### config.mk
export PLATFORM = sky130hd
export DESIGN_NAME = seq_gen_arbiter
export DESIGN_NICKNAME = d
export VERILOG_FILES = /design/src/rtl/seq_gen_arbiter_pkg.sv /design/src/rtl/seq_gen_arbiter_rr_arbiter.sv /design/src/rtl/seq_gen_arbiter.sv
export SDC_FILE = /design/constraint.sdc
export NUM_CORES = 1
export LEC_CHECK = 0
export BUFFER_PORTS_ARGS = -buffer_cell sky130_fd_sc_hd__buf_4
export CAP_MARGIN = 20
export CORE_MARGIN = 8
export CORE_UTILIZATION = 46
export DETAILED_ROUTE_END_ITERATION = 8
export PLACE_DENSITY = 0.85
export SYNTH_ARGS = -nofsm -noshare
export SYNTH_HDL_FRONTEND = slang
export SYNTH_SLANG_ARGS = --single-unit
### constraint.sdc
create_clock -name clk -period 2.49 [get_ports clk]
set_input_delay 0.249 -clock clk [delete_from_list [all_inputs] [get_ports clk]]
set_output_delay 0.249 -clock clk [all_outputs]
set_load 0.1 [all_outputs]
### src/rtl/seq_gen_arbiter_pkg.sv
// Shared types and constants for the sequence-generator arbiter.
package seq_gen_pkg;

   // Width of one generator byte on the output stream
   localparam int SEQ_DATA_W = 8;

   // Burst controller states
   typedef enum logic [0:0] {
      IDLE   = 1'b0,
      STREAM = 1'b1
   } state_t;

   // Width of a requester index; never narrower than one bit
   function automatic int id_width(input int n);
      return (n > 1) ? $clog2(n) : 1;
   endfunction

endpackage

### src/rtl/seq_gen_arbiter_rr_arbiter.sv
// Combinational round-robin pick: the search begins at 'ptr' and wraps.
// The pointer register itself lives in the parent.
module rr_arbiter
   import seq_gen_pkg::*;
#(
   parameter int NUM_REQ = 4,
   parameter int ID_W    = 2
) (
   input  logic [NUM_REQ-1:0] req,
   input  logic [ID_W-1:0]    ptr,
   output logic               any_req,
   output logic [NUM_REQ-1:0] win_onehot,
   output logic [ID_W-1:0]    win_idx
);

   assign any_req = |req;

   // First set request at or after ptr (modulo NUM_REQ) wins
   always_comb begin
      logic            found;
      logic [ID_W-1:0] cand;
      found      = 1'b0;
      cand       = '0;
      win_onehot = '0;
      win_idx    = '0;
      for (int k = 0; k < NUM_REQ; k++) begin
         cand = ID_W'((int'(ptr) + k) % NUM_REQ);
         if (!found && req[cand]) begin
            found            = 1'b1;
            win_idx          = cand;
            win_onehot[cand] = 1'b1;
         end
      end
   end

endmodule

### src/rtl/seq_gen_arbiter.sv
// Shares one sequence generator among NUM_REQ requesters. One burst at a
// time, round-robin between bursts; the generator is advanced only on an
// accepted stream byte.
module seq_gen_arbiter
   import seq_gen_pkg::*;
#(
   parameter  int NUM_REQ = 4,
   parameter  int LEN_W   = 4,
   localparam int ID_W    = id_width(NUM_REQ)
) (
   input  logic                     clk,
   input  logic                     reset_n,
   input  logic [NUM_REQ-1:0]       req,
   input  logic [NUM_REQ*LEN_W-1:0] req_len,
   output logic [NUM_REQ-1:0]       grant,
   output logic                     gen_enable,
   input  logic [SEQ_DATA_W-1:0]    gen_data,
   output logic                     out_valid,
   input  logic                     out_ready,
   output logic [SEQ_DATA_W-1:0]    out_data,
   output logic [ID_W-1:0]          out_id,
   output logic                     out_last,
   output logic                     busy
);

   state_t             state_reg;
   logic [NUM_REQ-1:0] grant_reg;
   logic [ID_W-1:0]    id_reg;
   logic [ID_W-1:0]    ptr_reg;        // first requester searched on next pick
   logic [LEN_W-1:0]   remaining_reg;
   logic               valid_reg;
   logic               busy_reg;

   logic [LEN_W-1:0]   len_arr [NUM_REQ];
   logic               win_any;
   logic [NUM_REQ-1:0] win_onehot;
   logic [ID_W-1:0]    win_idx;
   logic [LEN_W-1:0]   win_len;
   logic [ID_W-1:0]    ptr_next;
   logic               transfer;
   logic               last_beat;

   // Unpack the flat length bus into one entry per requester
   generate
      for (genvar gi = 0; gi < NUM_REQ; gi++) begin : g_len
         assign len_arr[gi] = req_len[gi*LEN_W +: LEN_W];
      end
   endgenerate

   rr_arbiter #(
      .NUM_REQ (NUM_REQ),
      .ID_W    (ID_W)
   ) u_rr (
      .req        (req),
      .ptr        (ptr_reg),
      .any_req    (win_any),
      .win_onehot (win_onehot),
      .win_idx    (win_idx)
   );

   assign win_len   = len_arr[win_idx];
   assign transfer  = valid_reg & out_ready;
   assign last_beat = (state_reg == STREAM) && (remaining_reg == LEN_W'(1));

   // After a burst the winner drops to lowest priority: search starts one past it
   assign ptr_next = (id_reg == ID_W'(NUM_REQ - 1)) ? '0 : id_reg + ID_W'(1);

   assign grant      = grant_reg;
   assign out_valid  = valid_reg;
   assign busy       = busy_reg;
   assign out_id     = id_reg;
   assign out_last   = last_beat;
   assign out_data   = gen_data;
   // Generator steps exactly once per accepted byte, never while stalled
   assign gen_enable = transfer;

   // Burst FSM: pick a winner in IDLE, count accepted beats in STREAM
   always_ff @(posedge clk or negedge reset_n) begin
      if (!reset_n) begin
         state_reg     <= IDLE;
         grant_reg     <= '0;
         id_reg        <= '0;
         ptr_reg       <= '0;
         remaining_reg <= '0;
         valid_reg     <= 1'b0;
         busy_reg      <= 1'b0;
      end else begin
         case (state_reg)
            IDLE: begin
               if (win_any) begin
                  state_reg     <= STREAM;
                  grant_reg     <= win_onehot;
                  id_reg        <= win_idx;
                  // A zero length still delivers a single beat
                  remaining_reg <= (win_len == '0) ? LEN_W'(1) : win_len;
                  valid_reg     <= 1'b1;
                  busy_reg      <= 1'b1;
               end
            end
            STREAM: begin
               if (transfer) begin
                  if (last_beat) begin
                     state_reg     <= IDLE;
                     grant_reg     <= '0;
                     valid_reg     <= 1'b0;
                     busy_reg      <= 1'b0;
                     remaining_reg <= '0;
                     ptr_reg       <= ptr_next;
                  end else begin
                     remaining_reg <= remaining_reg - LEN_W'(1);
                  end
               end
            end
            default: begin
               state_reg <= IDLE;
               grant_reg <= '0;
               valid_reg <= 1'b0;
               busy_reg  <= 1'b0;
            end
         endcase
      end
   end

endmodule

Word-level counts from Yosys, hierarchy flattened
Index checks and enable logic that the tools add are counted.

word-level totals
  register bits after elaboration = 14

cells by class
  order comparisons = 9
  reductions and logical operators = 17
  equality and inequality tests = 5
  bitwise gates (word level) = 6
  add/sub/neg operators = 5
  multiplexer cells = 48

operator list
  kind                   number
  $mux W4                13
  $mux W1                17
  $pmux W4 S2            2
  $lt A2 B3 Y1 const B   4
  $or A4 B4 Y4           3
  $mux W2                5
  $bmux W1 S2            4
  $bmux W4 S2            1
  $demux W1 S2           4
  $ge A2 B1 Y1 const B   4
  $logic_and A1 B1 Y1    8
  $reduce_and A3 Y1      2
  $add A2 B1 Y2 const B  2
  $add A2 B2 Y2 const B  2
  $eq A4 B1 Y1 const B   1
  $logic_not A4 Y1       1
  $ne A2 B2 Y1 const B   2
  $pmux W1 S2            2
  $reduce_and A2 Y1      2
  $reduce_or A4 Y1       1
  $sub A4 B1 Y4 const B  1
  $ge A3 B3 Y1 const B   1
  $logic_not A1 Y1       3
  $not A2 Y3             1
  4 further kinds        4

Logic depth before layout (Yosys ltp)
Gate-level depths: netlist of run 1.

  word-level depth = 20
  gate-level depth with buffers = 11
  gate-level depth less buffers = 9

By module
A second synthesis of run 1 with hierarchy kept.

second synthesis, totals
  cells, all modules = 129
  area, all modules = 1307.5 um^2

modules (own cells, without submodules)
  module           cells each  times used  area an instance (um^2)
  seq_gen_arbiter  78          1           860.8
  rr_arbiter       51          1           446.7

Worst setup path after synthesis of run 1
OpenSTA, ideal clock, no wires.

  path type = register to register
  from = register valid_reg, in the netlist out_valid
  to = register remaining_reg[0]
  data arrival time = 2.708 ns
  buffers on the path = 0
  period minus slack after synthesis = 2.826 ns
  stages on the path, launching flop included = 6
  setup time = 0.119 ns
  setup slack = -0.336 ns
  cells stage by stage = dfrtp_1 and2_1 nand2_1 a211o_1 a31oi_1 a21bo_1

between the ends
  longest elaborated chain between the ends = 3

ends and longest elaborated chain
  element                      RTL line                RTL
  from (decl)                  seq_gen_arbiter.sv:31   logic valid_reg;
  from (signal assigned)       seq_gen_arbiter.sv:85   valid_reg <= 1'b0;
  from (signal assigned)       seq_gen_arbiter.sv:96   valid_reg <= 1'b1;
  from (signal assigned)       seq_gen_arbiter.sv:105  valid_reg <= 1'b0;
  $and A1 B1 Y1                seq_gen_arbiter.sv:62   assign transfer = valid_reg & out_ready;
  named net gen_enable         seq_gen_arbiter.sv:16   output logic gen_enable,
  $ne A2 B2 Y1 (no line)       --
  $reduce_and A2 Y1 (no line)  --
  to (signal assigned)         seq_gen_arbiter.sv:95   remaining_reg <= (win_len == '0) ? LEN_W'(1) : win_len;
  to (signal assigned)         seq_gen_arbiter.sv:110  remaining_reg <= remaining_reg - LEN_W'(1);
  to (decl)                    seq_gen_arbiter.sv:30   logic [LEN_W-1:0] remaining_reg;

The timed path passes the listed nets, and every way through them passes these cells.
A chain may end at the register's enable or synchronous reset.

Worst setup path in the final report of run 1
  from = register ptr_reg[0]
  to = register remaining_reg[1]

between the ends
  longest elaborated chain between the ends = 20

ends and longest elaborated chain
  element                                                 RTL line                          RTL
  from (decl)                                             seq_gen_arbiter.sv:29             logic [ID_W-1:0] ptr_reg;
  from (signal assigned)                                  seq_gen_arbiter.sv:108            ptr_reg <= ptr_next;
  branches (longest 11 deep; another with $add A2 B1 Y2)  --
  $mux W2 *                                               seq_gen_arbiter_rr_arbiter.sv:28  if (!found && req[cand]) begin
  $not A2 Y3 (implied by the code) *                      seq_gen_arbiter.sv:61             assign win_len = len_arr[win_idx];
  $bmux W4 S2 *                                           seq_gen_arbiter.sv:61
  $mux W4 (implied by the code) * (2 in a row)            seq_gen_arbiter.sv:61
  $logic_not A4 Y1                                        seq_gen_arbiter.sv:95
  $mux W4 *                                               seq_gen_arbiter.sv:95
  $mux W4 *                                               seq_gen_arbiter.sv:90             if (win_any) begin
  $pmux W4 S2 *                                           seq_gen_arbiter.sv:88             case (state_reg)

Mark *: on every way between the ends. The select of a mux whose other input is x is not followed.

==> metrics.txt, run 1 <==
asr flop ratio synth 100%; Synth Area in Compound Gates a little under 30%; Adder-Cell Fraction of Synth Area under 10%; P&R area growth vs syn 28.5%; initial antenna violation count 0; Clock Latency Late Sink 0.28 ns; max-cap violations 0; IO Port Bufs 32; Yosys top cell area share 23.5%; CTS sink cnt 14; Residual DRC 0; crit path launch type flop; Cells after Synth 177; CTS Buf Count 3; IO Pins 49; register area 352 µm²; synth unique cells 48; Worst Max-Slew Pin Slew about 0.67 ns; critical path peak fanout 6; DPL Wire Length roughly 2800 µm; Synth Flop Type dfrtp_1; final setup fails 0; Seq/Total Area, Yosys 23.5%; period utilization ~100%; gr usage total roughly an eighth; number of diodes 0; status finished clean; Worst Setup End Kind flop; Clock Tree Buf Depth 2; Achievable Freq a little over 400 MHz; Syn Nets 219; Die Span Y 72.9 µm; Post-synth EDFFs 0; drt first pass iters 4; starting DRC count in detailed routing 87; area leader, netlist dfrtp_1; top post-synthesis cells by area dfrtp_1 24%, ha_1 9.2%, buf_4 4.5%, nor2_1 4.5%, a221o_1 4.0%; most numerous cell in the Yosys netlist nor2_1; initial core utilization 48.4%; Req. time, crit path around 2.7 ns; core region area 3080 µm²; Slew headroom 55.4%; WL per Instance roughly 15 µm; most frequent cells after synthesis 18 x nor2_1, 14 x dfrtp_1, 11 x ha_1, 11 x o21ai_0; largest family of logic cells by synthesized area compound AO/OA/AOI/OAI gates; CTS tree yes; Pwr Total 0.00200 W; post-synthesis mux area share 7.89%; final wirelength 3840 µm; Avg Vias per Cell 5.72; H-tree depth 1; Hold WS around 0.35 ns; CTS Root Cell clkbuf_4; Final min period 2.47 ns; RSZ-0062 raised after global routing true; placed insts 242; Die W 72.9 µm; worst-case reg-to-reg path depth 10; pwr/cell area around 1000 nW/µm²; fin. max-slew vios 0; worst hold path type in -> async; r2r endpoint remaining_reg[1]; Reg clk slew, reported paths 0.09 ns; GPL Wtd Cong approximately 0.89; Fin. Hold Viols 0; clk_skew 0.00984 ns; fill count 278; # nets final approximately 250; DR vias 1,446; worst path arrival time 2.65 ns; critical path type reg -> reg; layout cells sized above 1 between 30 and 40%; Leak 0.881 nW; FP Rows 20; Antenna Violating Nets Remaining 0; xor and xnor area share after synthesis 0%; gr ovfl total 0; Peak supply drop 0.488 mV; Syn Std Cell Area 1490 µm²; Synth Area per Inst 8.42 µm²; Worst R2R Start ptr_reg[0]; Synth Warn # 0; Reg2Reg Setup Slack 0.02 ns; full die area 5320 µm²; largest net degree at the start of global routing 20; Final Non-Filler Cells around 250; vias in the first global route around 1,200; synthesis-stage register bit count 14; post-synthesis simple-gate area fraction 20.4%; area of the multi-input gates 1070 µm²; first-pass GRT wire length 5680 µm
## repair_timing
item | in CTS | in global routing
buffers inserted | 0 | 6
hold buffers | 1 | 0
endpoints found under the setup margin | 1 | 8
pin swaps | 0 | 5
endpoints found under the hold margin | 14 | 0
gates resized for setup | 1 | 14
## worst max-delay path, cell delays in order, from the launching register on
cell and delay, ns:
dfrtp_2 0.42, clkinvlp_4 0.12, ha_4 0.33, mux2i_2 0.27, o21bai_1 0.18, o211a_1 0.29, nor2_2 0.07, buf_4 0.16
a211oi_2 0.27, o31a_1 0.19, mux2i_1 0.07
## worst max-delay path by stage
| stage | from | depth (start not counted) | end |
|---|---|---|---|
| 6_report | ptr_reg[0] | 10 | remaining_reg[1] |
| 3_3_place_gp | ptr_reg[0] | 9 | remaining_reg[2] |
| 2_1_floorplan | out_valid | 5 | remaining_reg[0] |
| 5_1_grt | ptr_reg[0] | 10 | remaining_reg[0] |
| 3_5_place_dp | ptr_reg[0] | 9 | remaining_reg[2] |
| 4_1_cts | ptr_reg[0] | 9 | remaining_reg[2] |
## cells in the final DEF, fill, tap and decap left out, types with 3 or more instances in the layout
| cell | n |
|---|---|
| nand3_1 | 7 |
| ha_1 | 10 |
| a21o_1 | 5 |
| nand2_1 | 9 |
| inv_1 | 7 |
| o21ai_0 | 11 |
| nor2_1 | 18 |
| nor3_1 | 3 |
| a22oi_1 | 4 |
| a221o_1 | 6 |
| a21oi_1 | 5 |
| nor2b_1 | 3 |
| a22o_1 | 4 |
| clkbuf_4 | 3 |
| buf_4 | 44 |
| dfrtp_1 | 13 |
| mux2_4 | 3 |
| and3_4 | 3 |
## logic make-up (layout without fill, tap and decap cells)
group / count (synthesis) / after routing
DFF: 14 / 14
muxes: 9 / 9
AOI/OAI and AO/OA: 56 / 56
and+or+nand+nor: 60 / 60
adders and majority gates: 11 / 11
buffers and inverters: 27 / 59
## per-layer routing
layer | vias up | wire (µm) | global-route usage (%)
li1 | 714 | - | -
met1 | 687 | 1720 | 17.4
met2 | 41 | 1790 | 19.5
met3 | 4 | 264 | 3.16
met4 | 0 | 63 | 6.22
met5 | - | 0 | 0
## through the flow
stage / cell area [µm²] / util (%) / TNS, ns / setup WS, ns
2_1_floorplan: 1530 / - / -0.000924 / -0.000924
3_3_place_gp: 1770 / 57.4 / 0 / 0.0403
3_5_place_dp: 1770 / 57.4 / 0 / 0.0000251
4_1_cts: 1820 / 59.1 / 0 / 0.0322
5_1_grt: 1910 / 62.2 / -0.205 / -0.0795
6_report: 1910 / 62.2 / 0 / 0.0220
## where the power goes
| part | total [W] | leakage (nW) | internal [W] | switching (W) |
|---|---|---|---|---|
| combinational | 0.00151 | 0.702 | 0.000688 | 0.000820 |
| sequential | 0.000331 | 0.157 | 0.000281 | 0.0000501 |
| clock | 0.000165 | 0.0210 | 0.0000889 | 0.0000758 |
## cell type report
| type | count | share of cell area [%] |
|---|---|---|
| Inverter | 8 | 1.76 |
| Timing Repair Buffer | 47 | 19.4 |
| Sequential cell | 14 | 18.4 |
| Tap cell | 44 | 2.88 |
| Clock buffer | 4 | 1.90 |
| Multi-Input combinational cell | 136 | 55.7 |
(Power assumes the default switching activity.)
==> inputs of run 2 (changes only) <==
--- a/config.mk
+++ b/config.mk
@@ -8,9 +8,10 @@
 export BUFFER_PORTS_ARGS = -buffer_cell sky130_fd_sc_hd__buf_4
 export CAP_MARGIN = 20
 export CORE_MARGIN = 8
-export CORE_UTILIZATION = 46
+export CORE_UTILIZATION = 44
 export DETAILED_ROUTE_END_ITERATION = 8
-export PLACE_DENSITY = 0.85
+export PLACE_DENSITY = 0.84
 export SYNTH_ARGS = -nofsm -noshare
 export SYNTH_HDL_FRONTEND = slang
+export SYNTH_HIERARCHICAL = 1
 export SYNTH_SLANG_ARGS = --single-unit
==> constraint.sdc (replaced) <==
create_clock -name clk -period 2.49 [get_ports clk]
set_input_delay 0.498 -clock clk [delete_from_list [all_inputs] [get_ports clk]]
set_output_delay 0.498 -clock clk [all_outputs]
set_load 0.1 [all_outputs]
==> run 2 against run 1 <==
  * The flow now finishes with violations (negative setup slack)
  * First-iteration DRC count up 6.9%
  * Total power rose by 47%
  * Fmax down 4.8%
  * Highest routed layer unchanged
==> metrics.txt, run 2 <==
status complete, but fails checks; failing checks negative setup slack; Worst R2R Start ptr_reg[0]; worst path bufs/invs 2 (unchanged); Avg Vias per Cell 5.89 (+3.0%); CTS Root Cell clkbuf_4; critical path type reg -> reg; FP Rows 19 (-5.0%); P_int 0.00145 W (+37%); drt first pass iters 4 (unchanged); Worst Max-Slew Pin Slew 0.371 ns (-0.295 ns); Top delay family on crit path multiplexers; final wirelength 3420 µm (-11%); Hold WS 0.0431 ns (-0.306 ns); first-pass GRT wire length 5860 µm (+3.2%); Place WS -0.231 ns (-0.231 ns); Comb pwr share 78.7% (+3.5 points); Critical Path Slowest Stage Cell mux4_2; Reg clk slew, reported paths 0.09 ns (about the same); Peak supply drop 1.37 mV (+180%); register area 353 µm² (+0.36%); CTS sink cnt 14 (unchanged); Final Non-Filler Cells 207 (-18%); H-tree depth 1 (unchanged); top post-synthesis cells by area dfrtp_1 27%, mux4_2 10%, ha_1 7.7%, buf_4 5.2%, a22oi_1 4.6%; register share of total power 15.7% (-0.8 points); Req. time, crit path 2.67 ns (about the same); Clock Tree Buf Depth 2 (unchanged); synthesis-stage register bit count 14 (unchanged); worst hold path type in -> async; largest stage delay on the critical path 0.54 ns (+0.12 ns); DR vias 1,219 (-16%); clk_skew 0.000751 ns (-0.00909 ns); Synth Flop Type dfrtp_1; asr flop ratio synth 100% (unchanged); Antenna Violating Nets Remaining 0 (unchanged); CTS Hold Bufs 0 (-1); Final TNS setup -0.308 ns (-0.308 ns); Worst Setup SP ptr_reg[0]; CTS Buf Count 3 (unchanged); Achievable Freq 386 MHz (-4.8%); Clock Latency Late Sink 0.28 ns (about the same); starting DRC count in detailed routing 93 (+6.9%); Cells after Synth 129 (-27%); fill count 217 (-22%); initial antenna violation count 0 (unchanged); Worst Setup End Kind flop; final setup fails 4 (+4); core region area 2780 µm² (-9.6%); Residual DRC 0 (unchanged); Slew headroom 75.2% (+20 points); Syn Std Cell Area 1310 µm² (-12%); Leak 0.851 nW (-3.4%); Reg2Reg Setup Slack -0.10 ns (-0.12 ns); most common cell after layout, fill and taps aside buf_4; Clock Power Share 5.7% (-2.5 points); placed insts 198 (-18%); commonest non-fill, non-tap cells in the layout 57 x buf_4, 12 x dfrtp_1, 8 x nand2_1, 8 x a22oi_1, 7 x ha_1; initial core utilization 47.0% (-1.4 points); CP dominant cell by count mux4_2; WL per Instance 16.5 µm (+8.6%); number of diodes 0 (unchanged); Syn Nets 168 (-23%); Yosys top cell area share 26.8% (+3.3 points); Synth Warn # 6 (+6); synth unique cells 41 (-15%); most numerous cell in the Yosys netlist dfrtp_1; critical path peak fanout 5 (-1); IO Pins 49 (unchanged); gr usage total 13.9% (+0.77 points); Sw Pwr 0.00149 W (+58%); IO Port Bufs 32 (unchanged); layout cells sized above 1 50.0% (+16 points); pwr/cell area 1660 nW/µm² (+59%); gr ovfl total 0 (unchanged); full die area 4970 µm² (-6.5%); area leader, netlist dfrtp_1; crit path launch type flop; area of the multi-input gates 878 µm² (-18%); CTS tree yes; DPL Wire Length 2800 µm (-1.4%); largest net degree at the start of global routing 15 (-25%); Pwr Total 0.00295 W (+47%); RSZ-0062 raised after global routing true; period utilization 104% (+5.0 points); GPL Wtd Cong 0.856 (-3.4%); Fin. Hold Viols 0 (unchanged); # nets final 216 (-14%); Die Span Y 70.5 µm (-3.3%); Post-synth EDFFs 0 (unchanged); Synth Area per Inst 10.1 µm² (+20%); Seq/Total Area, Yosys 26.8% (+3.3 points); sw frac 50.7% (+3.5 points); Die W 70.5 µm (-3.3%); worst path cell trace mux4_2 > buf_4 > nand2b_4 > nor3_4 > inv_2 > o22ai_4 > mux4_2 > nand2_2 > o31ai_1 > a22o_1; fin. max-slew vios 0 (unchanged); vias in the first global route 1,297 (+9.5%); worst path arrival time 2.77 ns (+0.12 ns); Final min period 2.59 ns (+0.124 ns); P&R area growth vs syn 35.7%; most frequent cells after synthesis 14 x dfrtp_1, 9 x buf_4, 9 x nand2_1; max-cap violations 0 (unchanged); Final WS setup -0.102 ns (-0.124 ns)
run 2: changes by cell type in the layout (fill, tap and decap cells not counted), sizes merged, moves of 5 or more:
cell   previous run  this run
a221o             6         0
nand3             7         2
mux4              0         8
buf              46        58
nor2             19         4
run 2: timing repair:
item                                   4_1_cts  5_1_grt
setup endpoints to repair                    5        4
resized for setup                            3        3
setup buffers                                5        0
pin swaps                                    2        3
endpoints found under the hold margin        0        0
run 2: metal layers:
layer	vias up	GRT usage, %	part of all wire, %
li1	567	-	-
met1	601	14.2	34
met2	42	27.0	58
met3	9	2.40	6.7
met4	0	5.80	1.6
met5	-	0	0
run 2: kinds of logic after synthesis:
group                    Yosys count  share of synthesized area [%]
buffers and inverters             22                           10.0
multiplexers                      14                           19.3
flip-flops                        14                           26.8
AO/OA/AOI/OAI                     37                           19.0
adder cells (fa/ha/maj)            8                           7.66
AND/OR/NAND/NOR                   34                           17.1
run 2: worst reg2reg max path, delay by kind of cell, from the launching register on:
kind	cells	cell delay, ns
buf+inv	2	0.23
compound gates	3	0.48
mux	2	0.91
simple gates	3	0.40
flops	1	0.46
run 2: power groups by stage:
stage	clock network, W	registers (W)	logic (W)
2_1_floorplan	0	0.000716	0.00148
3_3_place_gp	0	0.000458	0.00213
3_5_place_dp	0	0.000470	0.00222
4_1_cts	0.000169	0.000459	0.00231
5_1_grt	0.000178	0.000484	0.00249
6_report	0.000167	0.000461	0.00232
run 2: layout make-up:
class                      instances  share of cell area, %
clock buffer                       4                   2.05
inverter                           7                   1.62
multi-input combinational         93                   49.5
sequential                        14                   19.9
tap                               31                   2.19
timing repair buffer              58                   24.8
run 2: final timing paths:
kind / end / depth (start not counted)
max reg2reg: remaining_reg[3] / 10
max in group asynchronous: ptr_reg[1] / 1
min in group clk: grant[0] / 1
min: remaining_reg[3] / 1
max: remaining_reg[3] / 10
min reg2reg: grant[0] / 1
run 2: stage by stage:
stage,util [%],instance area (µm²)
finish,63.8,1770
global route,63.8,1770
floorplan,-,1370
global placement,60.6,1690
detailed placement,60.6,1690
CTS,63.6,1770
==> inputs of run 3 (changes only) <==
--- a/config.mk
+++ b/config.mk
@@ -9,6 +9,7 @@
 export CAP_MARGIN = 20
 export CORE_MARGIN = 8
 export CORE_UTILIZATION = 44
+export CTS_BUF_LIST = sky130_fd_sc_hd__clkbuf_16
 export DETAILED_ROUTE_END_ITERATION = 8
 export PLACE_DENSITY = 0.84
 export SYNTH_ARGS = -nofsm -noshare
==> run 3 against run 2 <==
  * The run still ends with negative setup slack left
  * Total power increased by 5.3%
  * Register-to-register slack about the same
  * Wire length increased by 2.2%
  * Die area unchanged
  * Global-route usage increased by 0.34 points
  * Flip-flop and latch count unchanged
  * Via count decreased by 0.90%
  * Largest cell class unchanged
==> metrics.txt, run 3 (same netlist as run 2, synthesis figures left out) <==
fin area 1820 µm² (+2.4%); largest net degree at the start of global routing 15 (unchanged); GR Layer Usage met1 14.1% (about the same); Leak 0.869 nW (+2.1%); IO Port Bufs 32 (unchanged); # nets final 216 (unchanged); Worst R2R Start ptr_reg[0]; crit path launch type flop; Worst Setup SP ptr_reg[0]; critical path peak fanout 5 (unchanged); Area after DPL 1690 µm² (unchanged); M2 GR Usage 27.0% (unchanged); CTS tree yes; CTS Root Cell clkbuf_16; Pwr Total 0.00310 W (+5.3%); r2r endpoint remaining_reg[0]; final core occ 65.3% (+1.5 points); IO Pins 49 (unchanged); Final Non-Filler Cells 207 (unchanged); status complete, but fails checks; Clock Latency Late Sink 0.25 ns (-0.03 ns); final wirelength 3490 µm (+2.2%); vias in the first global route 1,308 (+0.85%); Clock Tree Buf Depth 2 (unchanged); busiest metal layer after global routing met2; FP Rows 19 (unchanged); initial antenna violation count 0 (unchanged); H-tree depth 1 (unchanged); Slew headroom 75.2% (about the same); starting DRC count in detailed routing 122 (+31%); Final min period 2.60 ns (+0.00341 ns); M3 GR Usage 2.82% (+0.42 points); layout cells sized above 1 49.4% (-0.57 points); CTS Buf Count 3 (unchanged); final setup fails 4 (unchanged); first-pass GRT wire length 5900 µm (+0.70%); Residual DRC 0 (unchanged); Worst Max-Slew Pin Slew 0.372 ns (+0.000233 ns); Req. time, crit path 2.66 ns (about the same); initial core utilization 47.0% (unchanged); gr ovfl total 0 (unchanged); Antenna Violating Nets Remaining 0 (unchanged); Achievable Freq 385 MHz (-0.13%); Reg2Reg Setup Slack -0.11 ns (about the same); number of diodes 0 (unchanged); critical path type reg -> reg; clk_skew 0.00247 ns (+0.00172 ns); fin. max-slew vios 0 (unchanged); WL per Instance 16.9 µm (+2.2%); worst path arrival time 2.77 ns (about the same); DPL Wire Length 2800 µm (unchanged); DR vias 1,208 (-0.90%); Die Span Y 70.5 µm (unchanged); worst hold path type in -> async; GPL Wtd Cong 0.856 (unchanged); full die area 4970 µm² (unchanged); core region area 2780 µm² (unchanged); worst-case reg-to-reg path depth 10 (unchanged); Worst Setup End Kind flop; CTS Hold Bufs 0 (unchanged); failing checks negative setup slack; drt first pass iters 5 (+1); gr usage total 14.3% (+0.34 points); Peak supply drop 1.37 mV (about the same); period utilization 104% (+0.14 points); Avg Vias per Cell 5.84 (-0.90%); Final WS setup -0.106 ns (-0.00341 ns); placed insts 198 (unchanged); Fin. Hold Viols 0 (unchanged); P&R area growth vs syn 38.9%; RSZ-0062 raised after global routing true; Die W 70.5 µm (unchanged); max-cap violations 0 (unchanged); pwr/cell area 1710 nW/µm² (+2.8%); CTS sink cnt 14 (unchanged); most common cell after layout, fill and taps aside buf_4; Reg clk slew, reported paths 0.05 ns (-0.04 ns); commonest non-fill, non-tap cells in the layout 57 x buf_4, 12 x dfrtp_1, 8 x nand2_1, 8 x a22oi_1, 7 x ha_1
==> run 3: cell types whose count changed in the layout (fill, tap and decap cells not counted) <==
cell,before,now
clkbuf_16,0,3
clkinv_1,0,1
clkbuf_4,3,0
clkbuf_8,1,0
==> run 3: timing repair <==
item,4_1_cts,5_1_grt
resized for setup,3,3
setup buffers,5,0
setup endpoints to repair,4,4
gates cloned,0,0
pin swaps,3,3
==> run 3: worst max-delay path by stage <==
stage,to,slack [ns],cells past startpoint
after floorplan,remaining_reg[3],-0.29,12
after global placement,remaining_reg[0],-0.17,9
after detailed placement,remaining_reg[3],-0.23,10
after CTS,remaining_reg[0],-0.12,8
after global routing,remaining_reg[3],-0.21,10
final,remaining_reg[0],-0.11,10
==> run 3: critical path: stages (launching register included) <==
cell and delay, ns:
dfrtp_2 0.45, mux4_2 0.54, buf_4 0.16, nand2b_4 0.14
nor3_4 0.18, inv_2 0.07, o22ai_4 0.21, mux4_2 0.36
nor3_2 0.20, o21ai_1 0.09, a21oi_1 0.12
==> run 3: through the flow <==
step           worst slack (ns)  hold WS (ns)  TNS [ns]
4_1_cts                  -0.115        0.0973    -0.408
3_5_place_dp             -0.231         0.356    -0.851
5_1_grt                  -0.214         0.102    -0.811
6_report                 -0.106        0.0913    -0.358
2_1_floorplan            -0.295         0.202     -1.09
3_3_place_gp             -0.173         0.350    -0.600
==> run 3: where the power goes <==
group          internal [W]  switching (W)  leakage (nW)
Sequential         0.000336       0.000127         0.169
Combinational       0.00103        0.00130         0.661
Clock              0.000212      0.0000941        0.0385
==> run 3: metal layers <==
metal	share of wire, %	vias up
li1	-	567
met1	35	598
met2	57	34
met3	5.8	9
met4	2.1	0
met5	0	-
==> run 3: area by class of cell <==
cell class / instances / area, µm²
flip-flops and latches: 14 / 353
clock inverters: 1 / 3.75
well taps: 31 / 38.8
repair buffers: 58 / 439
clock buffers: 3 / 75.1
fillers: 208 / 965
inverters: 7 / 28.8
multi-input cells: 93 / 878
